File: src/rtl/colour_shuffler_if.sv
// colour_shuffler_if: button/frame inputs and palette/status outputs of the colour shuffler.
//   shuffle_req    raw asynchronous button level, a rising edge requests a shuffle
//   frame_start    one-cycle pulse at the display frame boundary
//   colourLocation four 3-bit RGB slot colours, slot0..slot3
//   busy           high while a shuffle is in progress
//   shuffle_count  number of committed shuffles, wraps 255->0
interface colour_shuffler_if;
    logic                 shuffle_req;
    logic                 frame_start;
    logic [0:3][0:2]      colourLocation;
    logic                 busy;
    logic [7:0]           shuffle_count;
    modport master (output shuffle_req, frame_start, input colourLocation, busy, shuffle_count);
    modport slave  (input shuffle_req, frame_start, output colourLocation, busy, shuffle_count);
endinterface

File: src/rtl/colour_shuffler.sv
// colour_shuffler: Fisher-Yates shuffle of a 4-slot RGB palette driven by a free-running LFSR.
//   CLOCK_50  sole clock, rising edge
//   reset     synchronous active-high reset
//   bus       colour_shuffler_if.slave (shuffle_req, frame_start in; colourLocation, busy, shuffle_count out)
// Optional macro COLOUR_SHUFFLER_DEBOUNCE_EN inserts a DEBOUNCE_CYCLES debouncer after the synchronizer.
module colour_shuffler #(
    parameter int          DEBOUNCE_CYCLES = 500000,
    parameter logic [15:0] LFSR_SEED       = 16'hACE1
) (
    input logic              CLOCK_50,
    input logic              reset,
    colour_shuffler_if.slave bus
);
    typedef enum logic [1:0] {IDLE, DRAW, COMMIT} state_t;
    localparam logic [15:0]     SEED    = (LFSR_SEED == 16'd0) ? 16'hACE1 : LFSR_SEED;
    localparam logic [0:3][0:2] PALETTE = {3'd4, 3'd2, 3'd1, 3'd6};
    state_t          state, state_n;
    logic [15:0]     lfsr;
    logic            sync1, sync2, level, level_q, press, take;
    logic [0:3][0:2] work, work_n, colour;
    logic [1:0]      idx, idx_n, j;
    logic [7:0]      count;
    always_ff @(posedge CLOCK_50) begin
        if (reset) begin
            sync1   <= 1'b0;
            sync2   <= 1'b0;
            level_q <= 1'b0;
        end else begin
            sync1   <= bus.shuffle_req;
            sync2   <= sync1;
            level_q <= level;
        end
    end
`ifdef COLOUR_SHUFFLER_DEBOUNCE_EN
    localparam int CW = $clog2(DEBOUNCE_CYCLES) + 1;
    logic [CW-1:0] db_cnt;
    // Any cycle where the synchronized level agrees with the debounced one restarts the count.
    always_ff @(posedge CLOCK_50) begin
        if (reset) begin
            level  <= 1'b0;
            db_cnt <= '0;
        end else if (sync2 == level) begin
            db_cnt <= '0;
        end else if (db_cnt == CW'(DEBOUNCE_CYCLES - 1)) begin
            level  <= sync2;
            db_cnt <= '0;
        end else begin
            db_cnt <= db_cnt + CW'(1);
        end
    end
`else
    logic [31:0] unused_debounce;
    assign unused_debounce = DEBOUNCE_CYCLES;
    assign level = sync2;
`endif
    assign press = level & ~level_q;
    assign j     = lfsr[1:0];
    // A draw larger than the current index is rejected and retried with the next LFSR value.
    assign take  = (state == DRAW) && (j <= idx);
    always_comb begin
        state_n = state;
        work_n  = work;
        idx_n   = idx;
        case (state)
            IDLE: if (press) begin
                work_n  = colour;
                idx_n   = 2'd3;
                state_n = DRAW;
            end
            DRAW: if (take) begin
                work_n[idx] = work[j];
                work_n[j]   = work[idx];
                idx_n       = idx - 2'd1;
                state_n     = (idx == 2'd1) ? COMMIT : DRAW;
            end
            COMMIT: state_n = bus.frame_start ? IDLE : COMMIT;
            default: state_n = IDLE;
        endcase
    end
    always_ff @(posedge CLOCK_50) begin
        if (reset) begin
            state  <= IDLE;
            lfsr   <= SEED;
            work   <= PALETTE;
            colour <= PALETTE;
            idx    <= 2'd0;
            count  <= 8'd0;
        end else begin
            state <= state_n;
            lfsr  <= {lfsr[14:0], lfsr[15] ^ lfsr[13] ^ lfsr[12] ^ lfsr[10]};
            work  <= work_n;
            idx   <= idx_n;
            if (state == COMMIT && bus.frame_start) begin
                colour <= work;
                count  <= count + 8'd1;
            end
        end
    end
    assign bus.colourLocation = colour;
    assign bus.busy           = (state != IDLE);
    assign bus.shuffle_count  = count;
endmodule

File: src/flat_wrapper.sv
// flat-port wrapper written by rule: the top's interface ports become plain ports
module colour_shuffler_flat 
#(
    parameter int          DEBOUNCE_CYCLES = 500000,
    parameter logic [15:0] LFSR_SEED       = 16'hACE1
)
  (CLOCK_50, reset, bus_shuffle_req, bus_frame_start, bus_colourLocation, bus_busy, bus_shuffle_count);
  colour_shuffler_if bus_i ();
  input logic CLOCK_50;
  input logic reset;
  input wire logic [$bits(bus_i.shuffle_req)-1:0] bus_shuffle_req;
  input wire logic [$bits(bus_i.frame_start)-1:0] bus_frame_start;
  output wire logic [$bits(bus_i.colourLocation)-1:0] bus_colourLocation;
  output wire logic [$bits(bus_i.busy)-1:0] bus_busy;
  output wire logic [$bits(bus_i.shuffle_count)-1:0] bus_shuffle_count;
  assign bus_i.shuffle_req = bus_shuffle_req;
  assign bus_i.frame_start = bus_frame_start;
  assign bus_colourLocation = bus_i.colourLocation;
  assign bus_busy = bus_i.busy;
  assign bus_shuffle_count = bus_i.shuffle_count;
  colour_shuffler #(.DEBOUNCE_CYCLES(DEBOUNCE_CYCLES), .LFSR_SEED(LFSR_SEED)) u_core (.CLOCK_50(CLOCK_50), .reset(reset), .bus(bus_i));
endmodule
File: config.mk
export PLATFORM = sky130hd
export DESIGN_NAME = colour_shuffler_flat
export DESIGN_NICKNAME = d
export VERILOG_FILES = /design/src/rtl/colour_shuffler_if.sv /design/src/rtl/colour_shuffler.sv /design/src/flat_wrapper.sv
export SDC_FILE = /design/constraint.sdc
export NUM_CORES = 1
export LEC_CHECK = 0
export ABC_CLOCK_PERIOD_IN_PS = 2100
export CELL_PAD_IN_SITES_DETAIL_PLACEMENT = 1
export CELL_PAD_IN_SITES_GLOBAL_PLACEMENT = 1
export CORE_UTILIZATION = 39
export DETAILED_ROUTE_END_ITERATION = 16
export GPL_ROUTABILITY_DRIVEN = 0
export GPL_TIMING_DRIVEN = 0
export PLACE_DENSITY = 0.82
export SYNTH_ARGS = -nofsm -noshare
export SYNTH_HDL_FRONTEND = slang
export SYNTH_SLANG_ARGS = --single-unit
File: constraint.sdc
create_clock -name CLOCK_50 -period 2.1 [get_ports CLOCK_50]
set_clock_uncertainty 0.15 [all_clocks]
set_input_delay 0.315 -clock CLOCK_50 [delete_from_list [all_inputs] [get_ports CLOCK_50]]
set_output_delay 0.315 -clock CLOCK_50 [all_outputs]
set_load 0.05 [all_outputs]
==> results.toml <==
[logic_synthesis]
synth_flop_cell = "dfxtp_1"
synth-compound-area-share = 0.1798
synth.most_common_cell = "dfxtp_1"
syn_nets = 316
synth.mux.area_fraction = 0.05809
yosysTopAreaCell = "dfxtp_1"
synth_edf_count = 0
yosys_warnings = 0
synth_area_leaders = "dfxtp_1, nor2b_1, nand2_1"
netlist_top_cells_count = "dfxtp_1, nand2_1, nor2b_1"
synth-simple-area-share = 0.2411
async_reset_ff_frac = 0
synth_top_area_frac = 0.4057
postSynthCellCount = 305
synth_top_family_by_area = "simple AND/OR/NAND/NOR gates"
synthXorXnorAreaFrac = 0.02905
synth-seq-cells = 55
syn_avg_cell_area_sq_um = 8.898
ys_seq_area_frac = 0.4057
synth.distinct_cells = 45
synthesis.area_sq_mm = 0.002714
synthAdderAreaFrac = 0.03227

[route]
ant_nets = 0
via_per_inst = 6.146
vias = 2606
wire_per_inst_um = 19.84
first_pass_iters = 5
drc = 0
first_iter_violations = 272
routed_wl_um = 8414

[worst_setup_path]
r2r_cells = 7
arrival_ns = 2.12
reg2reg_from = "u_core.idx[1]"
required_ns = 2.15
r2r_end = "u_core.work[10]"
r2r_slack_ns = 0.03
startpoint = "u_core.idx[1]"
cp-end-kind = "register"
critical_path_class = "register to register"
start_kind = "register"
path_max_fanout = 10

[clock_tree]
cts_tree = "built"
cts_inserted_buffers = 5
root_buffer = "clkbuf_8"
clk_path_buf_depth = 2
clock-sinks = 55
clkSlewWorstSetupHoldPaths_ns = 0.10
htree_levels = 2
clock_latency_ns = 0.32

[timing]
layout_setup_ws_ns = 0.03034
setup_violations = 0
max_freq_ghz = 0.4832
relSlewSlack = 0.5529
worstMarginPinSlew_ns = 0.6707
fin_tns_setup_ns = 0
min_period_over_period = 0.9856
slew_violations = 0
hold_ws_ns = 0.2700
finalHoldViolCount = 0
layout_min_cycle_time_ns = 2.070

[layout]
drive_gt1_frac = 0.1541
nets = 354
area_growth_pct = 21.12
layoutNonFillerInstCount = 424
final_area_sq_mm = 0.003287
antenna_cells = 0

[grt]
antenna_found_initial = 0
grt_pass1_wl_um = 13540
grt_pass1_vias = 2591
grt_usage = 0.2391
grt-ovfl-total = 0
grt_max_degree = 19

[power]
power_density_mw_per_mm2 = 773.5
power_frac_comb = 0.294
p_leak_nw = 1.186
intPower_mw = 1.634
sw_frac_of_total = 0.3571
peakVddDrop_uv = 509.3
seq_power_share = 0.465
p_switching_mw = 0.9080
clockPowerShare = 0.241

[floorplanning]
row_count = 30
die_area_sq_mm = 0.007297
die_y_um = 85.42
core_area_sq_mm = 0.006756
initial_core_util = 0.4017
die_x_um = 85.42
ioPinCount = 25

[hold_path]
min_from = "u_core.lfsr[9]"
min-delay-path-class = "register to register"
hold_end = "u_core.lfsr[10]"
holdPathStages = 1

[placed_design]
dpl.hpwl_um = 5769
dp.cells = 409
io_buffers = 24
pre_cts_slack_ns = -0.5213
dpl_cell_area_sq_mm = 0.003054

[run]
cap_violations = 0

[run_status]
status = "finished, final reports clean"
[placed cells by master (no fill, tap or decap), drive strengths merged, types with 2 or more instances in the layout]
cell,n
buf,18
nor2,17
clkdlybuf4s50,22
nor3,8
a311oi,4
nor2b,21
or2,8
ha,7
nor4,3
a21oi,17
and3,3
o311ai,9
o2bb2ai,4
o211ai,6
a31oi,2
mux2i,6
a22oi,4
inv,6
nand2,33
or3,4
clkinvlp,3
nand4,12
clkbuf,18
o31ai,4
o21ai,5
nand3,12
mux4,4
a221oi,3
a221o,4
dfxtp,55
xor2,5
xnor2,4
[worst max-delay path, stage by stage (launching register included)]
cell and delay [ns]:
dfxtp_4 0.38, inv_1 0.08, ha_1 0.31, nor2b_1 0.14
o211a_2 0.28, buf_6 0.17, o311ai_1 0.30, o211ai_1 0.14
[per-stage QoR]
step | total power, mW | utilization
global route | 2.642 | 0.4865
detailed placement | 1.843 | 0.4520
global placement | 1.824 | 0.4520
floorplan | 1.650 | -
CTS | 2.483 | 0.4752
finish | 2.542 | 0.4865
[registers in the layout, indices dropped and copies added, names as in the netlist]
register and count:
u_core.bus.shuffle_count 8, u_core.work 12, u_core.idx 2, u_core.state 2
u_core.sync1 1, u_core.level 1, u_core.lfsr 16, u_core.bus.colourLocation 12
u_core.level_q 1
[worst max path at each step]
stage               slack (ns)              end
floorplan                 0.03   u_core.work[3]
global placement         -0.54  u_core.work[11]
detailed placement       -0.52  u_core.work[11]
CTS                     -0.002   u_core.work[4]
global route             -0.03   u_core.work[8]
finish                    0.03  u_core.work[10]
[power by group through the flow]
| stage | clock, mW | sequential [mW] | combinational [mW] |
|---|---|---|---|
| 6_report | 0.613 | 1.18 | 0.748 |
| 2_1_floorplan | 0 | 1.17 | 0.475 |
| 3_3_place_gp | 0 | 1.19 | 0.632 |
| 5_1_grt | 0.650 | 1.19 | 0.803 |
| 3_5_place_dp | 0 | 1.19 | 0.648 |
| 4_1_cts | 0.618 | 1.17 | 0.690 |
[what timing repair did]
item | in CTS | in global routing
endpoints found under the hold margin | 0 | 0
setup buffers | 5 | 3
pin swaps | 1 | 2
gates resized for setup | 15 | 17
hold buffers | 0 | 0
setup endpoints to repair | 15 | 23
[metal layers]
| metal | GRT usage | vias to the layer above | share of wire |
|---|---|---|---|
| li1 | - | 1188 | - |
| met1 | 0.3055 | 1265 | 0.43 |
| met2 | 0.3993 | 123 | 0.49 |
| met3 | 0.04377 | 30 | 0.061 |
| met4 | 0.09545 | 0 | 0.029 |
| met5 | 0 | - | 0 |
[kinds of logic after synthesis]
kind of cell             Yosys count
AO/OA/AOI/OAI                     67
flip-flops                        55
AND/OR/NAND/NOR                  127
multiplexers                      10
adder cells (fa/ha/maj)            7
buffers and inverters             30
XOR/XNOR                           9
[final cells by class]
type | count | area [sq um]
well taps | 80 | 100.1
inverters | 6 | 26.28
flip-flops and latches | 55 | 1112
plain buffers | 23 | 125.1
clock buffers | 5 | 68.82
multi-input cells | 220 | 1529
clock inverters | 3 | 23.77
repair buffers | 32 | 301.5
fillers | 823 | 3470
Power figures use the tool's default switching activity.
